$ cat config.mk
export PLATFORM = sky130hd
export DESIGN_NAME = spi_reg_cfg_master
export DESIGN_NICKNAME = d
export VERILOG_FILES = /design/src/rtl/spi_reg_cfg_master.sv
export SDC_FILE = /design/constraint.sdc
export NUM_CORES = 1
export LEC_CHECK = 0
export ABC_AREA = 1
export BUFFER_PORTS_ARGS = -buffer_cell sky130_fd_sc_hd__buf_2
export CAP_MARGIN = 10
export CORE_ASPECT_RATIO = 0.75
export CORE_UTILIZATION = 26
export CTS_CLUSTER_DIAMETER = 40
export DETAILED_ROUTE_END_ITERATION = 8
export PLACE_DENSITY = 0.46
export SLEW_MARGIN = 20
export SYNTH_ARGS = -nofsm -noshare
export SYNTH_HDL_FRONTEND = slang
export SYNTH_SLANG_ARGS = --single-unit
export TNS_END_PERCENT = 10
$ cat constraint.sdc
create_clock -name clk -period 4.3 [get_ports clk]
set_input_delay 0.43 -clock clk [delete_from_list [all_inputs] [get_ports clk]]
set_output_delay 0.43 -clock clk [all_outputs]
set_load 0.005 [all_outputs]
$ cat src/rtl/spi_reg_cfg_master.sv
// SPI mode-0 master that writes or reads back one 8-bit config register of the SPI slave
// per chip-select frame: 8-bit command, optional dummy clocks (reads), then 8 data bits.
// Optional build macro SPI_CFG_READBACK_EN: every write is followed by an automatic read
// frame of the same address, and rsp_err flags a readback that differs from the write data.

module spi_reg_cfg_master #(
    parameter int unsigned CLK_DIV = 2,
    parameter logic [5:0]  WR_OP   = 6'h04,
    parameter logic [5:0]  RD_OP   = 6'h08
) (
    input  logic       clk,
    input  logic       rst,
    input  logic       req_valid,
    output logic       req_ready,
    input  logic       req_we,
    input  logic [1:0] req_addr,
    input  logic [7:0] req_wdata,
    input  logic [7:0] dummy_i,
    output logic       rsp_valid,
    output logic [7:0] rsp_rdata,
    output logic       rsp_err,
    output logic       spi_sck,
    output logic       spi_csn,
    output logic       spi_mosi,
    input  logic       spi_miso
);

    localparam logic [7:0] DIV_LAST = 8'(CLK_DIV - 1);

    typedef enum logic [2:0] {
        StIdle,
        StSetup,
        StCmd,
        StDummy,
        StData,
        StHold,
        StGap
    } state_t;

    state_t     state;
    logic [7:0] div_cnt;    // counts H-1 down to 0 for each half bit
    logic       phase;      // 0: sck low half, 1: sck high half
    logic [2:0] bit_cnt;
    logic [7:0] dummy_cnt;
    logic       we_l;
    logic [7:0] wdata_l;
    logic [7:0] dummy_l;
    logic [6:0] tx_sr;      // bits still to send after the one on spi_mosi
    logic [6:0] rx_sr;
    logic       div_zero;
    logic       frame_we;   // current frame is a write frame
    logic [7:0] req_cmd;

`ifdef SPI_CFG_READBACK_EN
    logic [1:0] addr_l;
    logic       rb_active;  // current frame is the automatic readback
    assign frame_we = we_l && !rb_active;
`else
    assign frame_we = we_l;
    assign rsp_err  = 1'b0;
`endif

    assign req_ready = (state == StIdle);
    assign div_zero  = (div_cnt == 8'd0);
    assign req_cmd   = {(req_we ? WR_OP : RD_OP), req_addr};

    // Frame sequencer: all SPI pins and response outputs are registered here
    always_ff @(posedge clk or posedge rst) begin
        if (rst) begin
            state     <= StIdle;
            div_cnt   <= 8'd0;
            phase     <= 1'b0;
            bit_cnt   <= 3'd0;
            dummy_cnt <= 8'd0;
            we_l      <= 1'b0;
            wdata_l   <= 8'd0;
            dummy_l   <= 8'd0;
            tx_sr     <= 7'd0;
            rx_sr     <= 7'd0;
            spi_sck   <= 1'b0;
            spi_csn   <= 1'b1;
            spi_mosi  <= 1'b0;
            rsp_valid <= 1'b0;
            rsp_rdata <= 8'd0;
`ifdef SPI_CFG_READBACK_EN
            addr_l    <= 2'd0;
            rb_active <= 1'b0;
            rsp_err   <= 1'b0;
`endif
        end else begin
            rsp_valid <= 1'b0;
            unique case (state)
                StIdle: begin
                    if (req_valid) begin
                        we_l     <= req_we;
                        wdata_l  <= req_wdata;
                        dummy_l  <= dummy_i;
`ifdef SPI_CFG_READBACK_EN
                        addr_l    <= req_addr;
                        rb_active <= 1'b0;
`endif
                        spi_csn  <= 1'b0;
                        spi_mosi <= req_cmd[7];
                        tx_sr    <= req_cmd[6:0];
                        div_cnt  <= DIV_LAST;
                        state    <= StSetup;
                    end
                end
                StSetup: begin
                    if (div_zero) begin
                        state   <= StCmd;
                        div_cnt <= DIV_LAST;
                        phase   <= 1'b0;
                        bit_cnt <= 3'd7;
                    end else begin
                        div_cnt <= div_cnt - 8'd1;
                    end
                end
                StCmd, StDummy, StData: begin
                    if (!div_zero) begin
                        div_cnt <= div_cnt - 8'd1;
                    end else if (!phase) begin
                        // Rising sck: sample miso
                        div_cnt <= DIV_LAST;
                        phase   <= 1'b1;
                        spi_sck <= 1'b1;
                        rx_sr   <= {rx_sr[5:0], spi_miso};
                        if (state == StData && bit_cnt == 3'd0 && !frame_we) begin
                            rsp_rdata <= {rx_sr, spi_miso};
`ifdef SPI_CFG_READBACK_EN
                            rsp_err   <= rb_active && ({rx_sr, spi_miso} != wdata_l);
`endif
                        end
                    end else begin
                        // Falling sck: advance to the next bit
                        div_cnt <= DIV_LAST;
                        phase   <= 1'b0;
                        spi_sck <= 1'b0;
                        if (state == StDummy) begin
                            if (dummy_cnt == 8'd1) begin
                                state <= StData;
                            end
                            dummy_cnt <= dummy_cnt - 8'd1;
                        end else if (bit_cnt != 3'd0) begin
                            bit_cnt  <= bit_cnt - 3'd1;
                            spi_mosi <= tx_sr[6];
                            tx_sr    <= {tx_sr[5:0], 1'b0};
                        end else if (state == StCmd) begin
                            bit_cnt <= 3'd7;
                            if (!frame_we && dummy_l != 8'd0) begin
                                state     <= StDummy;
                                dummy_cnt <= dummy_l;
                                spi_mosi  <= 1'b0;
                                tx_sr     <= 7'd0;
                            end else if (frame_we) begin
                                state    <= StData;
                                spi_mosi <= wdata_l[7];
                                tx_sr    <= wdata_l[6:0];
                            end else begin
                                state    <= StData;
                                spi_mosi <= 1'b0;
                                tx_sr    <= 7'd0;
                            end
                        end else begin
                            state    <= StHold;
                            spi_mosi <= 1'b0;
                        end
                    end
                end
                StHold: begin
                    if (div_zero) begin
                        spi_csn <= 1'b1;
                        state   <= StGap;
                        div_cnt <= DIV_LAST;
                        phase   <= 1'b0;
`ifdef SPI_CFG_READBACK_EN
                        // A write frame is only half of the transaction here
                        rsp_valid <= !(we_l && !rb_active);
`else
                        rsp_valid <= 1'b1;
`endif
                    end else begin
                        div_cnt <= div_cnt - 8'd1;
                    end
                end
                StGap: begin
                    if (!div_zero) begin
                        div_cnt <= div_cnt - 8'd1;
                    end else if (!phase) begin
                        phase   <= 1'b1;
                        div_cnt <= DIV_LAST;
                    end else begin
                        phase <= 1'b0;
`ifdef SPI_CFG_READBACK_EN
                        if (we_l && !rb_active) begin
                            rb_active <= 1'b1;
                            spi_csn   <= 1'b0;
                            spi_mosi  <= RD_OP[5];
                            tx_sr     <= {RD_OP[4:0], addr_l};
                            div_cnt   <= DIV_LAST;
                            state     <= StSetup;
                        end else begin
                            rb_active <= 1'b0;
                            state     <= StIdle;
                        end
`else
                        state <= StIdle;
`endif
                    end
                end
                default: state <= StIdle;
            endcase
        end
    end

endmodule
==> results of run 1 <==
synth_stat cells (2+ instances only):
cell type	n
dfrtp_1	65
buf_2	5
nor2_2	3
nand2_2	3
nand4_1	13
nand3_2	3
buf_6	2
a31oi_1	3
nand2_1	178
nand3_1	34
ha_1	6
nand2_4	3
inv_1	51
o21ai_2	6
nor2_1	31
inv_2	4
xor2_1	2
o21ai_0	38
a21oi_1	5
critical path, stage by stage, from the launching register on:
cell and delay [ps]:
dfrtp_1 390, inv_1 90, ha_1 160, nand2_1 310, nor4_2 600, nand2_4 240, nand2_1 130, o21ai_2 60
logic make-up (layout without fill, tap and decap cells):
kind of cell	count (synthesis)	count (layout)	synth area share (%)
AND/OR/NAND/NOR	276	276	34.6
flip-flops	66	66	46.2
buffers and inverters	65	109	7.59
AO/OA/AOI/OAI	55	55	8.88
adder cells (fa/ha/maj)	6	6	2.10
XOR/XNOR	2	2	0.490
other	1	1	0.105
cells in the final DEF, fill, tap and decap left out:
cell type,instances
a21oi_1,5
a21oi_4,1
a22oi_1,1
a31oi_1,3
and2_1,1
buf_2,35
buf_4,2
clkbuf_1,3
clkbuf_16,9
clkbuf_8,1
clkinv_2,3
conb_1,1
dfrtp_1,65
dfstp_2,1
ha_1,6
inv_1,50
inv_2,5
inv_4,1
nand2_1,178
nand2_2,3
nand2_4,3
nand3_1,34
nand3_2,3
nand3_4,1
nand3b_1,1
nand3b_4,1
nand4_1,13
nor2_1,31
nor2_2,3
nor2_4,1
nor2_8,1
nor4_2,1
o21a_1,1
o21ai_0,38
o21ai_2,6
or2_2,1
xor2_1,2
where the power goes:
| part | total, W | internal (W) | switching (W) |
|---|---|---|---|
| clock network | 0.000666 | 0.000403 | 0.000262 |
| logic | 0.00130 | 0.000420 | 0.000883 |
| registers | 0.00100 | 0.000841 | 0.000161 |
metrics by stage:
stage,cells,setup WS (ps),utilization (%),hold slack [ps]
6_report,686,2220,31.7,206
3_3_place_gp,670,2330,29.7,458
2_1_floorplan,471,2220,-,442
4_1_cts,686,2210,31.7,245
5_1_grt,686,2010,31.7,273
3_5_place_dp,670,2220,29.7,459
state kept, by name (all words and copies together) (netlist names), 3 cells and up:
register and count:
state 3, dummy_cnt 8, div_cnt 8, rx_sr 7, tx_sr 7, rsp_rdata 8, bit_cnt 3, dummy_l 8
wdata_l 8
how the worst max path moves through the flow:
stage	startpoint	slack, ps	end	cells after the start
final	bit_cnt[0]	2220	rsp_rdata[2]	7
after detailed placement	bit_cnt[0]	2220	rsp_rdata[1]	7
after global routing	bit_cnt[0]	2010	rsp_rdata[1]	7
after global placement	bit_cnt[0]	2330	rsp_rdata[3]	7
after floorplan	rst	2220	bit_cnt[0]	1
after CTS	bit_cnt[0]	2210	rsp_rdata[2]	7
final cells by class:
type	instances	area [µm²]	area share (%)
tap	171	214	5.11
timing repair buffer	37	190	4.54
multi-input combinational	340	1650	39.5
clock inverter	3	15.0	0.359
clock buffer	13	250	5.98
sequential	66	1650	39.5
inverter	56	213	5.08
routing by layer:
metal | up-vias | wire (µm) | track usage, %
met5 | - | 0 | 0
met4 | 0 | 66 | 3.61
met3 | 7 | 551 | 4.31
met2 | 86 | 3510 | 18.2
met1 | 1472 | 4750 | 20.7
li1 | 1570 | - | -
==> run metrics, run 1 <==
status=complete, no violations; flops & latches, synth=66; CP max FO=15; share of layout cells above drive strength 1=15.9%; first-pass GRT wire length=between 15,000 and 20,000 µm; std cell rows=36; clock root buffer=clkbuf_16; total CTS buffers=9; dpl cell area=3920 µm²; Max Root-Sink Buffers=2; Routed WL=slightly below 9000 µm; hpwl dp=~6500 µm; Synth area leaders=dfrtp_1 (45%), nand2_1 (19%), inv_1 (5.4%), o21ai_0 (5.3%), nand3_1 (4.8%); Slew @ Worst Pin=717 ps; RSZ-0062 raised after global routing=false; clock sink count=66; Synth Cell Area=3580 µm²; ANT nets after route=0; I/O Pins=37; RR Endpoint=rsp_rdata[2]; critical path type=flip-flop to flip-flop; Post-synth top flop=dfrtp_1; clock latency on the worst-skew pair=between 300 and 400 ps; largest area contributor in the netlist=dfrtp_1; sequential area share after synthesis=46.2%; pin count of the biggest net entering global routing=37; Synth async-reset ratio=100%; Critical Path RT=4520 ps; PortBufs=35; reg2reg path depth=7; antenna violations before repair=0; cell count after synthesis=471; max cap viols=0; routed via count=3,135; Reg2Reg Setup Slack=about 2200 ps; height of the die=just over 100 µm; # hold bufs at CTS=0; clock-pin slew on the worst setup and hold paths=around 60 ps; DRT iter0 DRCs=225; clk_skew=about 5.4 ps; Post-synth EDFFs=0; gr usage total=13.7%; post-DR wirelength/cell=12.9 µm; DR vias/cell=4.57; post-route cell area=4190 µm²; Net count, final=539; CP Data Arrival Time=2300 ps; Rel. slew slack=a little over half; CP endpoint kind=flip-flop; syn_nets=500; Synth cell types=35; gr ovfl total=0; peak supply drop=0.000255 V; Leak=around 2.2 nW; fin crit period=~2100 ps; Initial Util=27.1%; fin. max-slew vios=0; Hold Vio Cnt, Final=0; syn avg cell area=7.59 µm²; Setup Buffers After CTS=0; CTS tree=built; fin crit share=48.5%; Die ar.=14,200 µm²; Layout area overhead=17.1%; CORE AREA=13,200 µm²; TNS Setup=0 ps; Die X-Extent=137 µm; Max Clk Rate=roughly 480 MHz; Yosys Warn Count=0; Startpoint Class=flip-flop; gp weighted congestion=0.846; vias in the first global route=3,102; Synth top area share=45.5%; CTS resizes=0; worst r2r src=bit_cnt[0]; Hold WC Path Type=primary input to async pin; Tot Pwr=0.00297 W; final setup fails=0; Fillers=roughly 1,400; Inserted Diodes=0; drt pass-1 iters=5; number of remaining DRC errors=0; PwrDens=709 nW/µm²; CTS H-tree depth=3
Power figures use the tool's default switching activity.
==> run 2: changes to the inputs <==
clock period = 2.1 ns   (was 4.3 ns; I/O delays follow)
==> run metrics, run 2 (synthesized netlist as in run 1, its figures left out) <==
CTS H-tree depth=3 (unchanged); Routed WL=8660 µm (-2.5%); PwrDens=1440 nW/µm² (+100%); reg2reg path depth=9 (+2); Hold Slack=70.2 ps (-135 ps); clock latency on the worst-skew pair=340 ps (about the same); internal power=0.00339 W (+100%); clk_skew=5.92 ps (+0.558 ps); critical path type=flip-flop to flip-flop; CP endpoint kind=flip-flop; total CTS buffers=9 (unchanged); clock root buffer=clkbuf_16; height of the die=104 µm (unchanged); RSZ-0062 raised after global routing=false; slowest CP cell=dfrtp_1; Critical Path RT=2330 ps (-2190 ps); DP Worst Slack=294 ps (-1920 ps); Hold Vio Cnt, Final=0 (unchanged); Leak=2.22 nW (+1.2%); first-pass GRT wire length=14,500 µm (-4.8%); clock network fraction of design power=22.1% (-0.3 points); Final Worst Setup Slack=287 ps (-1930 ps); Reg2Reg Setup Slack=290 ps (-1930 ps); Startpoint Class=flip-flop; Die X-Extent=137 µm (unchanged); peak supply drop=0.000526 V (+110%); most common cell after layout, fill and taps aside=nand2_1; CP Data Arrival Time=2040 ps (-260 ps); sequential share of power=33.3% (-0.4 points); Layout area overhead=18.6%; pin count of the biggest net entering global routing=32 (-14%); number of remaining DRC errors=0 (unchanged); Max Root-Sink Buffers=2 (unchanged); std cell rows=36 (unchanged); Sw Pwr=0.00272 W (+110%); I/O Pins=37 (unchanged); Initial Util=27.1% (unchanged); combinational group share of total power=44.6% (+0.7 points); DR vias/cell=4.52 (-1.1%); antenna violations before repair=0 (unchanged); drt pass-1 iters=4 (-1); max cap viols=0 (unchanged); Non-Filler Instances=691 (+0.73%); status=complete, no violations; Placed Instances=675 (+0.75%); final setup fails=0 (unchanged); hpwl dp=6460 µm (-0.46%); TNS Setup=0 ps (unchanged); Inserted Diodes=0 (unchanged); gr ovfl total=0 (unchanged); fin crit share=86.3% (+38 points); min-delay src=req_wdata[5]; switching portion of total power=44.5% (+0.51 points); gp weighted congestion=0.829 (-2.0%); worst-case hold path end point=wdata_l[5]; CP max FO=8 (-7); Net count, final=545 (+1.1%); RR Endpoint=dummy_cnt[3]; clock-pin slew on the worst setup and hold paths=60 ps (about the same); gr usage total=13.2% (-0.48 points); routed via count=3,122 (-0.41%); Max Clk Rate=552 MHz (+15%); CP Buf/Inv Count=1 (unchanged); fin crit period=1810 ps (-272 ps); max incr delay on CP=350 ps (-250 ps); CTS tree=built; DRT iter0 DRCs=204 (-9.3%); ANT nets after route=0 (unchanged); most frequent cells in the layout=nand2_1 (178), dfrtp_1 (65), inv_1 (50); share of layout cells above drive strength 1=17.1% (+1.2 points); family with the most delay on the worst path=simple AND/OR/NAND/NOR gates; worst r2r src=div_cnt[0]; vias in the first global route=2,982 (-3.9%); critical path's most frequent cell=nand2_1; worst-path cell chain=inv_1 -> ha_1 -> nand2_1 -> nor2_1 -> nand3_2 -> nor2_2 -> nand2_1 -> nand2_1 -> nand2_1; Die ar.=14,200 µm² (unchanged); CORE AREA=13,200 µm² (unchanged); PortBufs=35 (unchanged); hold path cells=3; Tot Pwr=0.00611 W (+110%); Hold WC Path Type=primary input to flip-flop; post-DR wirelength/cell=12.5 µm (-3.2%); CTS resizes=0 (unchanged); fin. max-slew vios=0 (unchanged); clock sink count=66 (unchanged)
-- run 2: cell type report --
type                    count  area (µm²)
clock buffers               9         225
clock inverters             6        35.0
fillers                  1399        8950
inverters                  56         213
multi-input cells         340        1650
flip-flops and latches     66        1650
well taps                 171         214
repair buffers             43         250
-- run 2: worst register-to-register path, cell delays in order (launching register included) --
cell	delay (ps)
dfrtp_1	350
inv_1	160
ha_1	190
nand2_1	60
nor2_1	160
nand3_2	180
nor2_2	230
nand2_1	210
nand2_1	110
nand2_1	50
-- run 2: layer usage --
layer	up-vias	global-route usage (%)	routed length (µm)
li1	1582	-	-
met4	0	4.32	103
met2	67	17.5	3450
met1	1460	19.8	4540
met3	13	4.01	567
met5	-	0	0
-- run 2: worst max-delay path by stage --
| stage | start | to | slack (ps) | cells past startpoint |
|---|---|---|---|---|
| 2_1_floorplan | rst | bit_cnt[0] | 240 | 1 |
| 6_report | div_cnt[0] | dummy_cnt[3] | 290 | 9 |
| 3_3_place_gp | bit_cnt[0] | rsp_rdata[6] | 320 | 8 |
| 3_5_place_dp | bit_cnt[0] | rsp_rdata[6] | 290 | 8 |
| 5_1_grt | div_cnt[0] | dummy_cnt[7] | 60 | 9 |
| 4_1_cts | bit_cnt[0] | rsp_rdata[3] | 280 | 8 |
-- run 2: metrics by stage --
stage	utilization (%)	instance area [µm²]
detailed placement	30.1	3970
global route	32.1	4240
CTS	32.1	4240
global placement	30.1	3970
floorplan	-	3580
finish	32.1	4240
-- run 2: repair_timing --
action / in CTS / in global routing
hold buffers: 1 / 0
setup buffers: 0 / 0
hold endpoints to repair: 15 / 0
-- run 2: power by group through the flow --
stage                     sequential, W  combinational, W  clock, W
after detailed placement        0.00205           0.00273         0
after floorplan                 0.00197           0.00209         0
after global placement          0.00205           0.00271         0
final                           0.00203           0.00273   0.00135
after CTS                       0.00203           0.00274   0.00139
after global routing            0.00209           0.00314   0.00145
==> run 3: changes to the inputs <==
CORE_UTILIZATION = 45   (was 26)
PLACE_DENSITY = 0.68   (was 0.46)
==> run metrics, run 3 (synthesized netlist as in run 1, its figures left out) <==
Max Root-Sink Buffers=2 (unchanged); CORE AREA=7500 µm² (-43%); Non-Filler Instances=622 (-10%); gr ovfl total=0 (unchanged); drt pass-1 iters=5 (+1); Critical Path RT=2340 ps (about the same); Slew @ Worst Pin=516 ps; share of layout cells above drive strength 1=17.3% (+0.16 points); height of the die=79.2 µm (-24%); Initial Util=47.7% (+21 points); clock latency on the worst-skew pair=350 ps (about the same); final core occ=54.3% (+22 points); Layout area overhead=13.7%; number of remaining DRC errors=0 (unchanged); TNS Setup=0 ps (unchanged); critical path type=flip-flop to flip-flop; RSZ-0062 raised after global routing=false; CTS tree=built; most frequent cells in the layout=nand2_1 (178), dfrtp_1 (65), inv_1 (50); CTS H-tree depth=3 (unchanged); post-DR wirelength/cell=12.9 µm (+2.6%); pin count of the biggest net entering global routing=29 (-9.4%); Net count, final=545 (unchanged); std cell rows=27 (-25%); DRT iter0 DRCs=207 (+1.5%); CTS resizes=0 (unchanged); gr usage total=21.1% (+7.9 points); Leak=2.18 nW (-1.9%); CP Data Arrival Time=2070 ps (+30 ps); ANT nets after route=0 (unchanged); CP max FO=8 (unchanged); most common cell after layout, fill and taps aside=nand2_1; Die ar.=8310 µm² (-42%); gp weighted congestion=0.911 (+9.8%); Routed WL=8000 µm (-7.6%); Rel. slew slack=65.5%; clock root buffer=clkbuf_8; Die X-Extent=105 µm (-24%); Hold Vio Cnt, Final=0 (unchanged); CP endpoint kind=flip-flop; Hold WC Path Type=primary input to flip-flop; routed via count=3,104 (-0.58%); Final Worst Setup Slack=269 ps (-18.3 ps); hpwl dp=5990 µm (-7.2%); max cap viols=0 (unchanged); fin crit share=87.2% (+0.87 points); status=complete, no violations; PwrDens=1400 nW/µm² (-2.5%); Inserted Diodes=0 (unchanged); DP Worst Slack=291 ps (-2.34 ps); clock sink count=66 (unchanged); DR vias/cell=4.99 (+10%); first-pass GRT wire length=13,700 µm (-5.8%); Placed Instances=605 (-10%); total CTS buffers=9 (unchanged); clock-pin slew on the worst setup and hold paths=70 ps (about the same); # hold bufs at CTS=1 (unchanged); antenna violations before repair=0 (unchanged); peak supply drop=0.000666 V (+27%); final setup fails=0 (unchanged); fin crit period=1830 ps (+18.3 ps); Startpoint Class=flip-flop; vias in the first global route=2,905 (-2.6%); Max Clk Rate=546 MHz (-1.0%); clk_skew=4.58 ps (-1.34 ps); I/O Pins=37 (unchanged); PortBufs=35 (unchanged); fin. max-slew vios=0 (unchanged); Setup Buffers After CTS=0 (unchanged)
## run 3: cell types whose count changed in the layout (fill, tap and decap cells not counted)
cell,before,now
clkinv_2,4,3
clkbuf_1,0,1
nor2_2,3,4
clkbuf_16,9,0
nor2_1,31,30
clkbuf_8,0,10
## run 3: per-stage QoR
stage,power [W],cell area (µm²),hold slack [ps]
after detailed placement,0.00475,3890,277
after global routing,0.00627,4070,50.3
after CTS,0.00571,4070,42.2
after floorplan,0.00406,3580,327
final,0.00571,4070,48.1
after global placement,0.00466,3890,283
## run 3: critical path, cell delays in order, from the launching register on
cell	delay, ps
dfrtp_1	370
inv_1	150
ha_1	190
nand2_1	50
nor2_1	150
nand3_2	180
nor2_2	220
nand2_1	230
nand2_1	120
nand2_1	60
## run 3: power breakdown
| group | switching, W | internal, W |
|---|---|---|
| clock | 0.000499 | 0.000454 |
| combinational | 0.00182 | 0.000897 |
| sequential | 0.000321 | 0.00172 |
| total | 0.00264 | 0.00307 |
## run 3: cell type report
class / instances / area [µm²]
well taps: 101 / 126
fillers: 730 / 3430
inverters: 56 / 213
repair buffers: 43 / 250
flip-flops and latches: 66 / 1650
clock inverters: 5 / 30.0
multi-input cells: 340 / 1660
clock buffers: 11 / 141
## run 3: path summary, 6_finish.rpt
path | cells past startpoint | to | slack (ps) | start
worst min register to register | 2 | bit_cnt[1] | 470 | bit_cnt[1]
worst max register to register | 9 | dummy_cnt[0] | 270 | div_cnt[0]
worst min-delay path | 3 | wdata_l[4] | 50 | req_wdata[4]
worst max-delay path | 9 | dummy_cnt[0] | 270 | div_cnt[0]
max in group asynchronous | 4 | state[1] | 1060 | rst
min in group asynchronous | 3 | wdata_l[7] | 430 | rst
## run 3: metal layers
metal	up-vias	part of all wire, %	track usage [%]	wire length, µm
li1	1581	-	-	-
met2	96	43	31.3	3400
met4	0	1.6	5.92	127
met5	-	0	0	0
met3	13	5.9	5.67	469
met1	1414	50	30.2	4000
